### config.mk
export PLATFORM = sky130hd
export DESIGN_NAME = mem_arbiter_flat
export DESIGN_NICKNAME = d
export VERILOG_FILES = /design/src/rtl/mem_arbiter_if.sv /design/src/rtl/mem_arbiter.sv /design/src/flat_wrapper.sv
export SDC_FILE = /design/constraint.sdc
export NUM_CORES = 1
export LEC_CHECK = 0
export ABC_AREA = 0
export CORE_ASPECT_RATIO = 2
export CORE_UTILIZATION = 37
export DETAILED_ROUTE_END_ITERATION = 12
export PLACE_DENSITY = 0.8
export SLEW_MARGIN = 25
export SYNTH_ARGS = -nofsm -noshare
export SYNTH_HDL_FRONTEND = slang
export SYNTH_SLANG_ARGS = --single-unit
### constraint.sdc
create_clock -name clk -period 2.3 [get_ports clk]
set_input_delay 0.23 -clock clk [delete_from_list [all_inputs] [get_ports clk]]
set_output_delay 0.23 -clock clk [all_outputs]
set_load 0.01 [all_outputs]
### src/rtl/mem_arbiter_if.sv
// Requestor and memory-side bundle for mem_arbiter.
// master = the arbiter; slave = the requestors plus the memory.
interface mem_arbiter_if #(
  parameter int NUM_REQ = 2,
  parameter int ADDR_W  = 16,
  parameter int DATA_W  = 16
);
  logic [NUM_REQ-1:0]        req;
  logic [NUM_REQ-1:0]        req_wr;
  logic [NUM_REQ*ADDR_W-1:0] req_addr;
  logic [NUM_REQ*DATA_W-1:0] req_wdata;
  logic [NUM_REQ-1:0]        gnt;
  logic [NUM_REQ-1:0]        busy;
  logic [NUM_REQ-1:0]        done;
  logic [NUM_REQ-1:0]        rsp_valid;
  logic [DATA_W-1:0]         rsp_data;
  logic [ADDR_W-1:0]         rsp_addr;
  logic                      mem_en;
  logic                      mem_wr;
  logic [ADDR_W-1:0]         mem_addr;
  logic [DATA_W-1:0]         mem_wdata;
  logic [DATA_W-1:0]         mem_rdata;
  logic                      mem_rvalid;

  modport master (
    input  req, req_wr, req_addr, req_wdata, mem_rdata, mem_rvalid,
    output gnt, busy, done, rsp_valid, rsp_data, rsp_addr,
           mem_en, mem_wr, mem_addr, mem_wdata
  );

  modport slave (
    output req, req_wr, req_addr, req_wdata, mem_rdata, mem_rvalid,
    input  gnt, busy, done, rsp_valid, rsp_data, rsp_addr,
           mem_en, mem_wr, mem_addr, mem_wdata
  );
endinterface

### src/rtl/mem_arbiter.sv
// Shares one memory port between NUM_REQ cache clients: aligned line reads
// (pipelined issue, counted returns) and single-word writes.
module mem_arbiter #(
  parameter int NUM_REQ    = 2,
  parameter int ADDR_W     = 16,
  parameter int DATA_W     = 16,
  parameter int LINE_WORDS = 8,
  parameter int ARB_MODE   = 0
) (
  input  logic          clk,
  input  logic          rst,
  mem_arbiter_if.master bus
);
  localparam int IDX_W = (NUM_REQ > 1) ? $clog2(NUM_REQ) : 1;
  localparam int ISS_W = $clog2(LINE_WORDS);
  localparam int CNT_W = $clog2(LINE_WORDS + 1);
  localparam int OFF_W = ISS_W + 1;

  typedef enum logic [1:0] {IDLE, RD_ISSUE, RD_DRAIN, WR} state_t;

  state_t              state_q, state_d;
  logic [IDX_W-1:0]    owner_q, owner_d;
  logic [IDX_W-1:0]    last_q, last_d;
  logic [ADDR_W-1:0]   addr_q, addr_d;
  logic [DATA_W-1:0]   wdata_q, wdata_d;
  logic [ISS_W-1:0]    iss_q, iss_d;
  logic [CNT_W-1:0]    ret_q, ret_d;

  logic [ADDR_W-1:0]   addr_arr  [NUM_REQ];
  logic [DATA_W-1:0]   wdata_arr [NUM_REQ];
  logic                win_found;
  logic [IDX_W-1:0]    win_idx;
  logic [IDX_W-1:0]    cand_idx;
  int                  cand;
  logic                grant, done_p, beat;
  logic                mem_en_w, mem_wr_w;
  logic [ADDR_W-1:0]   mem_addr_w;
  logic [DATA_W-1:0]   mem_wdata_w;
  logic [ADDR_W-OFF_W-1:0] line_hi;

  assign line_hi = addr_q[ADDR_W-1:OFF_W];

  // Per-requestor unpacking of the flat request buses and one-hot status outputs.
  generate
    for (genvar gi = 0; gi < NUM_REQ; gi++) begin : g_req
      assign addr_arr[gi]      = bus.req_addr[gi*ADDR_W +: ADDR_W];
      assign wdata_arr[gi]     = bus.req_wdata[gi*DATA_W +: DATA_W];
      assign bus.gnt[gi]       = grant && (win_idx == IDX_W'(gi));
      assign bus.busy[gi]      = (state_q != IDLE) && (owner_q == IDX_W'(gi));
      assign bus.done[gi]      = done_p && (owner_q == IDX_W'(gi));
      assign bus.rsp_valid[gi] = beat && (owner_q == IDX_W'(gi));
    end
  endgenerate

  // Search starts at 0 in fixed mode, just past the last winner in round-robin.
  always_comb begin
    win_found = 1'b0;
    win_idx   = '0;
    cand      = 0;
    cand_idx  = '0;
    for (int i = 0; i < NUM_REQ; i++) begin
      cand     = (ARB_MODE == 1) ? ((int'(last_q) + 1 + i) % NUM_REQ) : i;
      cand_idx = IDX_W'(cand);
      if (!win_found && bus.req[cand_idx]) begin
        win_found = 1'b1;
        win_idx   = cand_idx;
      end
    end
  end

  always_comb begin
    state_d     = state_q;
    owner_d     = owner_q;
    last_d      = last_q;
    addr_d      = addr_q;
    wdata_d     = wdata_q;
    iss_d       = iss_q;
    ret_d       = ret_q;
    grant       = 1'b0;
    done_p      = 1'b0;
    beat        = 1'b0;
    mem_en_w    = 1'b0;
    mem_wr_w    = 1'b0;
    mem_addr_w  = '0;
    mem_wdata_w = '0;

    case (state_q)
      IDLE: begin
        if (win_found && !rst) begin
          grant   = 1'b1;
          owner_d = win_idx;
          last_d  = win_idx;
          addr_d  = addr_arr[win_idx];
          wdata_d = wdata_arr[win_idx];
          iss_d   = '0;
          ret_d   = '0;
          state_d = bus.req_wr[win_idx] ? WR : RD_ISSUE;
        end
      end
      RD_ISSUE: begin
        mem_en_w   = 1'b1;
        mem_addr_w = {line_hi, iss_q, 1'b0};
        iss_d      = iss_q + 1'b1;
        if (iss_q == ISS_W'(LINE_WORDS - 1)) state_d = RD_DRAIN;
      end
      RD_DRAIN: ;
      WR: begin
        mem_en_w    = 1'b1;
        mem_wr_w    = 1'b1;
        mem_addr_w  = addr_q;
        mem_wdata_w = wdata_q;
        done_p      = 1'b1;
        state_d     = IDLE;
      end
      default: state_d = IDLE;
    endcase

    // Return beats count in both read states; the last one overrides the issue transition.
    if ((state_q == RD_ISSUE || state_q == RD_DRAIN) && bus.mem_rvalid &&
        (ret_q != CNT_W'(LINE_WORDS))) begin
      beat  = 1'b1;
      ret_d = ret_q + 1'b1;
      if (ret_q == CNT_W'(LINE_WORDS - 1)) begin
        done_p  = 1'b1;
        state_d = IDLE;
      end
    end
  end

  assign bus.mem_en    = mem_en_w;
  assign bus.mem_wr    = mem_wr_w;
  assign bus.mem_addr  = mem_addr_w;
  assign bus.mem_wdata = mem_wdata_w;
  assign bus.rsp_data  = beat ? bus.mem_rdata : '0;
  assign bus.rsp_addr  = beat ? {line_hi, ret_q[ISS_W-1:0], 1'b0} : '0;

  always_ff @(posedge clk) begin
    if (rst) begin
      state_q <= IDLE;
      owner_q <= '0;
      last_q  <= IDX_W'(NUM_REQ - 1);
      addr_q  <= '0;
      wdata_q <= '0;
      iss_q   <= '0;
      ret_q   <= '0;
    end else begin
      state_q <= state_d;
      owner_q <= owner_d;
      last_q  <= last_d;
      addr_q  <= addr_d;
      wdata_q <= wdata_d;
      iss_q   <= iss_d;
      ret_q   <= ret_d;
    end
  end
endmodule
### src/flat_wrapper.sv
// flat-port wrapper written by rule: the top's interface ports become plain ports
module mem_arbiter_flat 
#(
  parameter int NUM_REQ    = 2,
  parameter int ADDR_W     = 16,
  parameter int DATA_W     = 16,
  parameter int LINE_WORDS = 8,
  parameter int ARB_MODE   = 0
)
  (clk, rst, bus_req, bus_req_wr, bus_req_addr, bus_req_wdata, bus_mem_rdata, bus_mem_rvalid, bus_gnt, bus_busy, bus_done, bus_rsp_valid, bus_rsp_data, bus_rsp_addr, bus_mem_en, bus_mem_wr, bus_mem_addr, bus_mem_wdata);
  mem_arbiter_if #(.NUM_REQ(NUM_REQ), .ADDR_W(ADDR_W), .DATA_W(DATA_W)) bus_i ();
  input  logic clk;
  input  logic rst;
  input wire logic [$bits(bus_i.req)-1:0] bus_req;
  input wire logic [$bits(bus_i.req_wr)-1:0] bus_req_wr;
  input wire logic [$bits(bus_i.req_addr)-1:0] bus_req_addr;
  input wire logic [$bits(bus_i.req_wdata)-1:0] bus_req_wdata;
  input wire logic [$bits(bus_i.mem_rdata)-1:0] bus_mem_rdata;
  input wire logic [$bits(bus_i.mem_rvalid)-1:0] bus_mem_rvalid;
  output wire logic [$bits(bus_i.gnt)-1:0] bus_gnt;
  output wire logic [$bits(bus_i.busy)-1:0] bus_busy;
  output wire logic [$bits(bus_i.done)-1:0] bus_done;
  output wire logic [$bits(bus_i.rsp_valid)-1:0] bus_rsp_valid;
  output wire logic [$bits(bus_i.rsp_data)-1:0] bus_rsp_data;
  output wire logic [$bits(bus_i.rsp_addr)-1:0] bus_rsp_addr;
  output wire logic [$bits(bus_i.mem_en)-1:0] bus_mem_en;
  output wire logic [$bits(bus_i.mem_wr)-1:0] bus_mem_wr;
  output wire logic [$bits(bus_i.mem_addr)-1:0] bus_mem_addr;
  output wire logic [$bits(bus_i.mem_wdata)-1:0] bus_mem_wdata;
  assign bus_i.req = bus_req;
  assign bus_i.req_wr = bus_req_wr;
  assign bus_i.req_addr = bus_req_addr;
  assign bus_i.req_wdata = bus_req_wdata;
  assign bus_i.mem_rdata = bus_mem_rdata;
  assign bus_i.mem_rvalid = bus_mem_rvalid;
  assign bus_gnt = bus_i.gnt;
  assign bus_busy = bus_i.busy;
  assign bus_done = bus_i.done;
  assign bus_rsp_valid = bus_i.rsp_valid;
  assign bus_rsp_data = bus_i.rsp_data;
  assign bus_rsp_addr = bus_i.rsp_addr;
  assign bus_mem_en = bus_i.mem_en;
  assign bus_mem_wr = bus_i.mem_wr;
  assign bus_mem_addr = bus_i.mem_addr;
  assign bus_mem_wdata = bus_i.mem_wdata;
  mem_arbiter #(.NUM_REQ(NUM_REQ), .ADDR_W(ADDR_W), .DATA_W(DATA_W), .LINE_WORDS(LINE_WORDS), .ARB_MODE(ARB_MODE)) u_core (.clk(clk), .rst(rst), .bus(bus_i));
endmodule
==> metrics.cfg, run 1 <==
[sta]
hold_slack_ps = 465
min_period_over_period_pct = 101
hold_violations = 0
fin_crit_ps = 2330
max_freq_mhz = 429
tightest_slew_ps = 587
relSlewSlack_pct = 60.8
fin_worst_skew_ps = 1.40
setup_violations = 1
postLayoutSetupSlackWorst_ps = -32.3
tns_ps = -32.3
rsz0062_at_grt = yes
final_max_slew_viol_count = 0

[cells_and_area]
fillerInstances = 603
diodes = 0
num-nets-final = 554
stdcell_area_sq_mm = 0.00457
area_growth_pct = 75.1
drive_gt1_share_pct = 13.1

[floorplanning]
dieArea_sq_mm = 0.00742
die_x_microns = 61.4
core-area_sq_mm = 0.00689
rows = 43
dieHeight_microns = 121
initial_core_util_pct = 37.9
pin_count = 161

[clock_tree]
tritoncts = built
cts-root-buf = clkbuf_16
cts_buffers = 5
htreeDepth = 2
clk_path_buf_depth = 2
insertion_delay_ps = 270
holdBufCountCts = 0
clock_sinks = 42
clk_pin_slew_ps = 60

[global_route]
grt_overflow_total = 0
antenna_found_initial = 0
grt_pass1_vias = 2813
grt_pass1_wl_microns = 13300
track_usage_pct = 24.3
grt_max_degree = 46

[status]
violations = setup timing
status = finished with violations

[critical_path]
cp_cell_sequence = inv_1, ha_1, nand3b_1, and3_4, and2_1, clkdlybuf4s50_1
cp.depth = 6
cp-endpoint = bus_rsp_data[7]
critPathBufInv = 2
required_ps = 2070
startpoint_type = register
rr_endpoint = u_core.ret_q[3]$_SDFFE_PP0P_
r2r_slack_ps = 540
cpLargestDelayFamily = simple AND/OR/NAND/NOR gates
crit_fanout = 6
worstSetupPathType = reg -> out
reg2reg_depth = 7
critPathCaptureType = output port
cp_data_arrival_time_ps = 2100
reg2reg_from = u_core.ret_q[0]$_SDFFE_PP0P_
cpMaxStageDelayCell = clkdlybuf4s50_1
cpPeakStageDelay_ps = 540
crit_path_start = u_core.ret_q[0]$_SDFFE_PP0P_

[drt]
wl_microns = 8950
antenna_left = 0
drtPass1Iterations = 4
drt_iter0_drc = 163
vias_per_cell = 5.00
vias = 2746
wire_per_inst_microns = 16.3
drc_errors = 0

[pwr]
vdd_ir_drop_max_mv = 0.617
power_density_mw_per_mm2 = 769
p_leak_nw = 2.31

[worst_hold_path]
hp-class = reg -> reg
min_from = u_core.ret_q[0]$_SDFFE_PP0P_

[synthesis]
synth_compound_area_share_pct = 18.2
synthesis.area_sq_mm = 0.00261
synthCells = 294
seq_area_frac_synth_pct = 32.2
synth_edf_count = 0
synthSimpleGateAreaFrac_pct = 26.9
synth_nets = 389
ys_types = 41
synth_warnings = 0
synthAdderAreaFrac_pct = 3.83
synthArstFlopShare_pct = 0
ys.flop_type = dfxtp_1
synth_top_family_by_area = simple AND/OR/NAND/NOR gates
synth-seq-cells = 42
synthMuxAreaShare_pct = 12.6
synth_xor_area_share_pct = 0
syn_avg_cell_area_sq_um = 8.88

[flow_run]
maxCapViolations = 0

[place]
place_area_sq_mm = 0.00425
io_buffers = 159
dp_hpwl_microns = 6390
pre_cts_ws_ps = 115
place.gp.congestion = 0.909

kinds of logic after synthesis:
kind of cell	Yosys count
muxes	33
other	1
and+or+nand+nor	129
adders and majority gates	8
buffers and inverters	30
AOI/OAI and AO/OA	51
DFF	42
flip-flops by register name (all words and copies together) (netlist names):
register        count
u_core.wdata_q     16
u_core.iss_q        3
u_core.owner_q      1
u_core.ret_q        4
u_core.addr_q      16
u_core.state_q      2
worst min path at each step:
stage	slack, ps	depth (start not counted)	to
6_report	470	1	u_core.ret_q[0]$_SDFFE_PP0P_
5_1_grt	510	1	u_core.ret_q[0]$_SDFFE_PP0P_
4_1_cts	470	1	u_core.ret_q[0]$_SDFFE_PP0P_
3_5_place_dp	490	2	u_core.wdata_q[4]$_SDFFE_PP0N_
3_3_place_gp	480	2	u_core.wdata_q[4]$_SDFFE_PP0N_
2_1_floorplan	420	2	u_core.state_q[1]$_SDFF_PP0_
power breakdown:
group	internal (W)	switching, W	total (W)	leakage [nW]
Combinational	0.000924	0.000913	0.00184	1.90
Clock	0.000397	0.000260	0.000657	0.0640
Sequential	0.000909	0.000113	0.00102	0.347
placed cells by master, fill, tap and decap left out, types with 8 or more instances in the layout:
cell type	n
clkdlybuf4s50_1	125
and2_1	55
nor2_1	41
dfxtp_1	39
mux2i_1	33
dlymetal6s2s_1	25
a211oi_2	18
buf_4	16
a211oi_1	15
nor2b_1	8
timing repair:
action / CTS / global route
cloned: 4 / 0
gates resized for setup: 16 / 33
setup buffers: 2 / 6
endpoints found under the setup margin: 31 / 35
pin swaps: 3 / 2
per-stage QoR:
| stage | total power [W] | instances | utilization, % |
|---|---|---|---|
| after floorplan | 0.00197 | 294 | - |
| after global placement | 0.00259 | 530 | 61.7 |
| after detailed placement | 0.00265 | 530 | 61.7 |
| after CTS | 0.00346 | 543 | 64.5 |
| after global routing | 0.00374 | 549 | 66.4 |
| final | 0.00352 | 549 | 66.4 |
synth_stat cells (all sizes together) (2+ instances only):
cell type / n / area, sq um
a22o: 3 / 26.3
nor2: 43 / 161
clkbuf: 10 / 41.3
nor2b: 8 / 50.1
and2: 56 / 353
and3: 3 / 23.8
a211oi: 33 / 338
a21oi: 4 / 20.0
dfxtp: 42 / 841
ha: 8 / 100
inv: 8 / 30.0
mux2i: 33 / 330
nand2: 3 / 11.3
a22oi: 2 / 15.0
nand2b: 2 / 12.5
o21ai: 4 / 20.0
buf: 12 / 88.8
nand3: 6 / 35.0
area by class of cell:
type	count	area, sq um	share of cell area, %
Clock buffer	7	133	2.90
Sequential cell	42	845	18.5
Tap cell	90	113	2.46
Timing Repair Buffer	176	1770	38.6
Multi-Input combinational cell	226	1690	36.9
Inverter	8	30.0	0.657
layer usage:
layer  routed length (microns)  GRT usage, %
met1                      2880          22.1
met2                      5270          46.6
met3                       413          4.06
met4                       386          13.3
met5                         0             0
Power figures use the tool's default switching activity.
==> run 2, diff against run 1 <==
CORE_ASPECT_RATIO = 1.1   (was 2)
CORE_UTILIZATION = 40   (was 37)
PLACE_DENSITY = 0.86   (was 0.8)
clock period = 2.7 ns   (was 2.3 ns; I/O delays follow)
==> run 2 against run 1 <==
Net effect: the run now ends clean; global-route usage down 3.2 points; die area down 7.6%; via count down 5.6%; register-to-register slack better by 80 ps; core utilization up 2.8 points; sequential cell count unchanged; first-iteration DRC count down 48%; hold slack better by 35 ps; critical path depth down 1; sequential share of layout area up 1.0 points; routed wire length down 22%.
==> metrics.cfg, run 2 (synthesis gave the netlist of run 1 again) <==
[clock_tree]
clock_sinks = 42  ; unchanged
tritoncts = built
insertion_delay_ps = 290  ; +20 ps
clk_path_buf_depth = 2  ; unchanged
clk_pin_slew_ps = 80  ; +20 ps
cts-root-buf = clkbuf_8
cts_buffers = 5  ; unchanged
cts_setup_buffers = 0  ; -2
htreeDepth = 2  ; unchanged

[worst_hold_path]
whs_endpoint = u_core.wdata_q[1]$_SDFFE_PP0N_
min_from = u_core.wdata_q[1]$_SDFFE_PP0N_
hold_depth = 2  ; +1
hp-class = reg -> reg

[critical_path]
worstSetupPathType = reg -> out
reg2reg_from = u_core.state_q[1]$_SDFF_PP0_
startpoint_type = register
rr_endpoint = u_core.wdata_q[12]$_SDFFE_PP0N_
cp_data_arrival_time_ps = 2290  ; +190 ps
r2r_slack_ps = 620  ; +80 ps
reg2reg_depth = 6  ; -1
critPathCaptureType = output port
required_ps = 2430  ; +360 ps
crit_fanout = 33  ; +27

[cells_and_area]
area_growth_pct = 65.0
num-nets-final = 539  ; -2.7%
fin_cells = 525  ; -4.4%
drive_gt1_share_pct = 8.99  ; -4.1 points
layout_common_cells = clkdlybuf4s50_1 (158), and2_1 (55), nor2_1 (42), dfxtp_1 (42), mux2i_1 (33)
final_common_cell = clkdlybuf4s50_1
diodes = 0  ; unchanged
reg_top3 = u_core.addr_q (16), u_core.wdata_q (16), u_core.ret_q (4)

[pwr]
internal_power_w = 0.00165  ; -26%
p_sw_w = 0.000955  ; -26%
vdd_ir_drop_max_mv = 0.377  ; -39%
sw_frac_of_total_pct = 36.7  ; +0.10 points
p_seq_share_pct = 33.1  ; +4.0 points
p_leak_nw = 1.73  ; -25%
clkPwrFrac_pct = 15.7  ; -3.0 points
comb_power_share_pct = 51.2  ; -1.0 points
power_density_mw_per_mm2 = 604  ; -21%

[drt]
drtPass1Iterations = 4  ; unchanged
drc_errors = 0  ; unchanged
wl_microns = 7020  ; -22%
vias = 2593  ; -5.6%
wire_per_inst_microns = 13.4  ; -18%
vias_per_cell = 4.94  ; -1.3%
drt_iter0_drc = 84  ; -48%
antenna_left = 0  ; unchanged

[floorplanning]
core-area_sq_mm = 0.00623  ; -9.5%
rows = 30  ; -30%
pin_count = 161  ; unchanged
initial_core_util_pct = 41.9  ; +4.0 points
dieArea_sq_mm = 0.00686  ; -7.6%
die_x_microns = 79.0  ; +29%
dieHeight_microns = 86.7  ; -28%

[place]
io_buffers = 159  ; unchanged
dp_hpwl_microns = 5450  ; -15%
place.gp.congestion = 0.853  ; -6.1%
post-place-cells = 517  ; -2.5%

[global_route]
grt_pass1_vias = 2541  ; -9.7%
track_usage_pct = 21.1  ; -3.2 points
antenna_found_initial = 0  ; unchanged
grt_overflow_total = 0  ; unchanged
grt_max_degree = 46  ; unchanged
grt_pass1_wl_microns = 11500  ; -14%

[sta]
max_freq_mhz = 391
min_period_over_period_pct = 94.7
relSlewSlack_pct = 61.9  ; +1.1 points
final_max_slew_viol_count = 0  ; unchanged
rsz0062_at_grt = no
hold_violations = 0  ; unchanged
fin_worst_skew_ps = 4.56  ; +3.15 ps
fin_crit_ps = 2560
tightest_slew_ps = 571  ; -16.0 ps
tns_ps = 0  ; +32.3 ps
setup_violations = 0  ; -1

[flow_run]
maxCapViolations = 0  ; unchanged

[status]
status = finished, final reports clean

-- run 2: cell count changes in the layout (fill, tap and decap cells not counted), moves of 2 or more --
cell             before  now
clkbuf_8              0    6
ha_1                  6    8
dlygate4sd2_1         7    0
dlymetal6s2s_1       25    0
dfxtp_1              39   42
buf_4                16    6
and3_4                5    1
clkbuf_16             5    0
dfxtp_2               3    0
clkdlybuf4s50_1     125  158
-- run 2: layer usage --
metal | global-route usage [%] | wire length, microns | up-vias
met4 | 6.78 | 125 | 0
met1 | 23.1 | 2730 | 1171
li1 | - | - | 1311
met2 | 39.2 | 3660 | 98
met5 | 0 | 0 | -
met3 | 5.58 | 510 | 13
-- run 2: per-stage QoR --
stage	cell area, sq um	hold slack, ps	utilization [%]	total power, W	setup slack (ps)
after floorplan	2610	459	-	0.00168	986
after global placement	4220	484	67.7	0.00218	412
after detailed placement	4220	492	67.7	0.00222	386
after CTS	4310	503	69.1	0.00263	116
after global routing	4310	534	69.2	0.00281	11.5
final	4310	500	69.2	0.00260	143
-- run 2: cell type report --
class	count	area, sq um
clock buffers	7	86.3
clock inverters	1	5.00
fillers	517	1920
inverters	8	30.0
multi-input cells	222	1620
flip-flops and latches	42	841
well taps	80	100
repair buffers	165	1630
-- run 2: what timing repair did --
action / in CTS / in global routing
hold buffers: 0 / 0
setup endpoints to repair: 0 / 1
resized for setup: 0 / 1
-- run 2: worst max-delay path by stage --
| stage | startpoint | to | slack (ps) | depth (start not counted) |
|---|---|---|---|---|
| floorplan | u_core.state_q[0]$_SDFF_PP0_ | bus_rsp_addr[15] | 990 | 5 |
| global placement | bus_req[1] | bus_gnt[1] | 410 | 6 |
| detailed placement | bus_req[1] | bus_gnt[1] | 390 | 6 |
| CTS | u_core.state_q[1]$_SDFF_PP0_ | bus_rsp_addr[9] | 120 | 5 |
| global route | u_core.state_q[1]$_SDFF_PP0_ | bus_rsp_addr[14] | 10 | 5 |
| finish | u_core.state_q[1]$_SDFF_PP0_ | bus_rsp_addr[9] | 140 | 5 |
-- run 2: worst max-delay path: stages (launching register included) --
cell and delay, ps:
dfxtp_1 400, inv_1 110, ha_1 370, and3_4 390
and2_1 170, clkdlybuf4s50_1 550
-- run 2: power groups by stage --
stage               Clock (W)  Combinational (W)  Sequential [W]
floorplan                   0           0.000828        0.000854
global placement            0            0.00131        0.000869
detailed placement          0            0.00135        0.000877
CTS                  0.000420            0.00135        0.000863
global route         0.000453            0.00147        0.000887
finish               0.000408            0.00133        0.000863
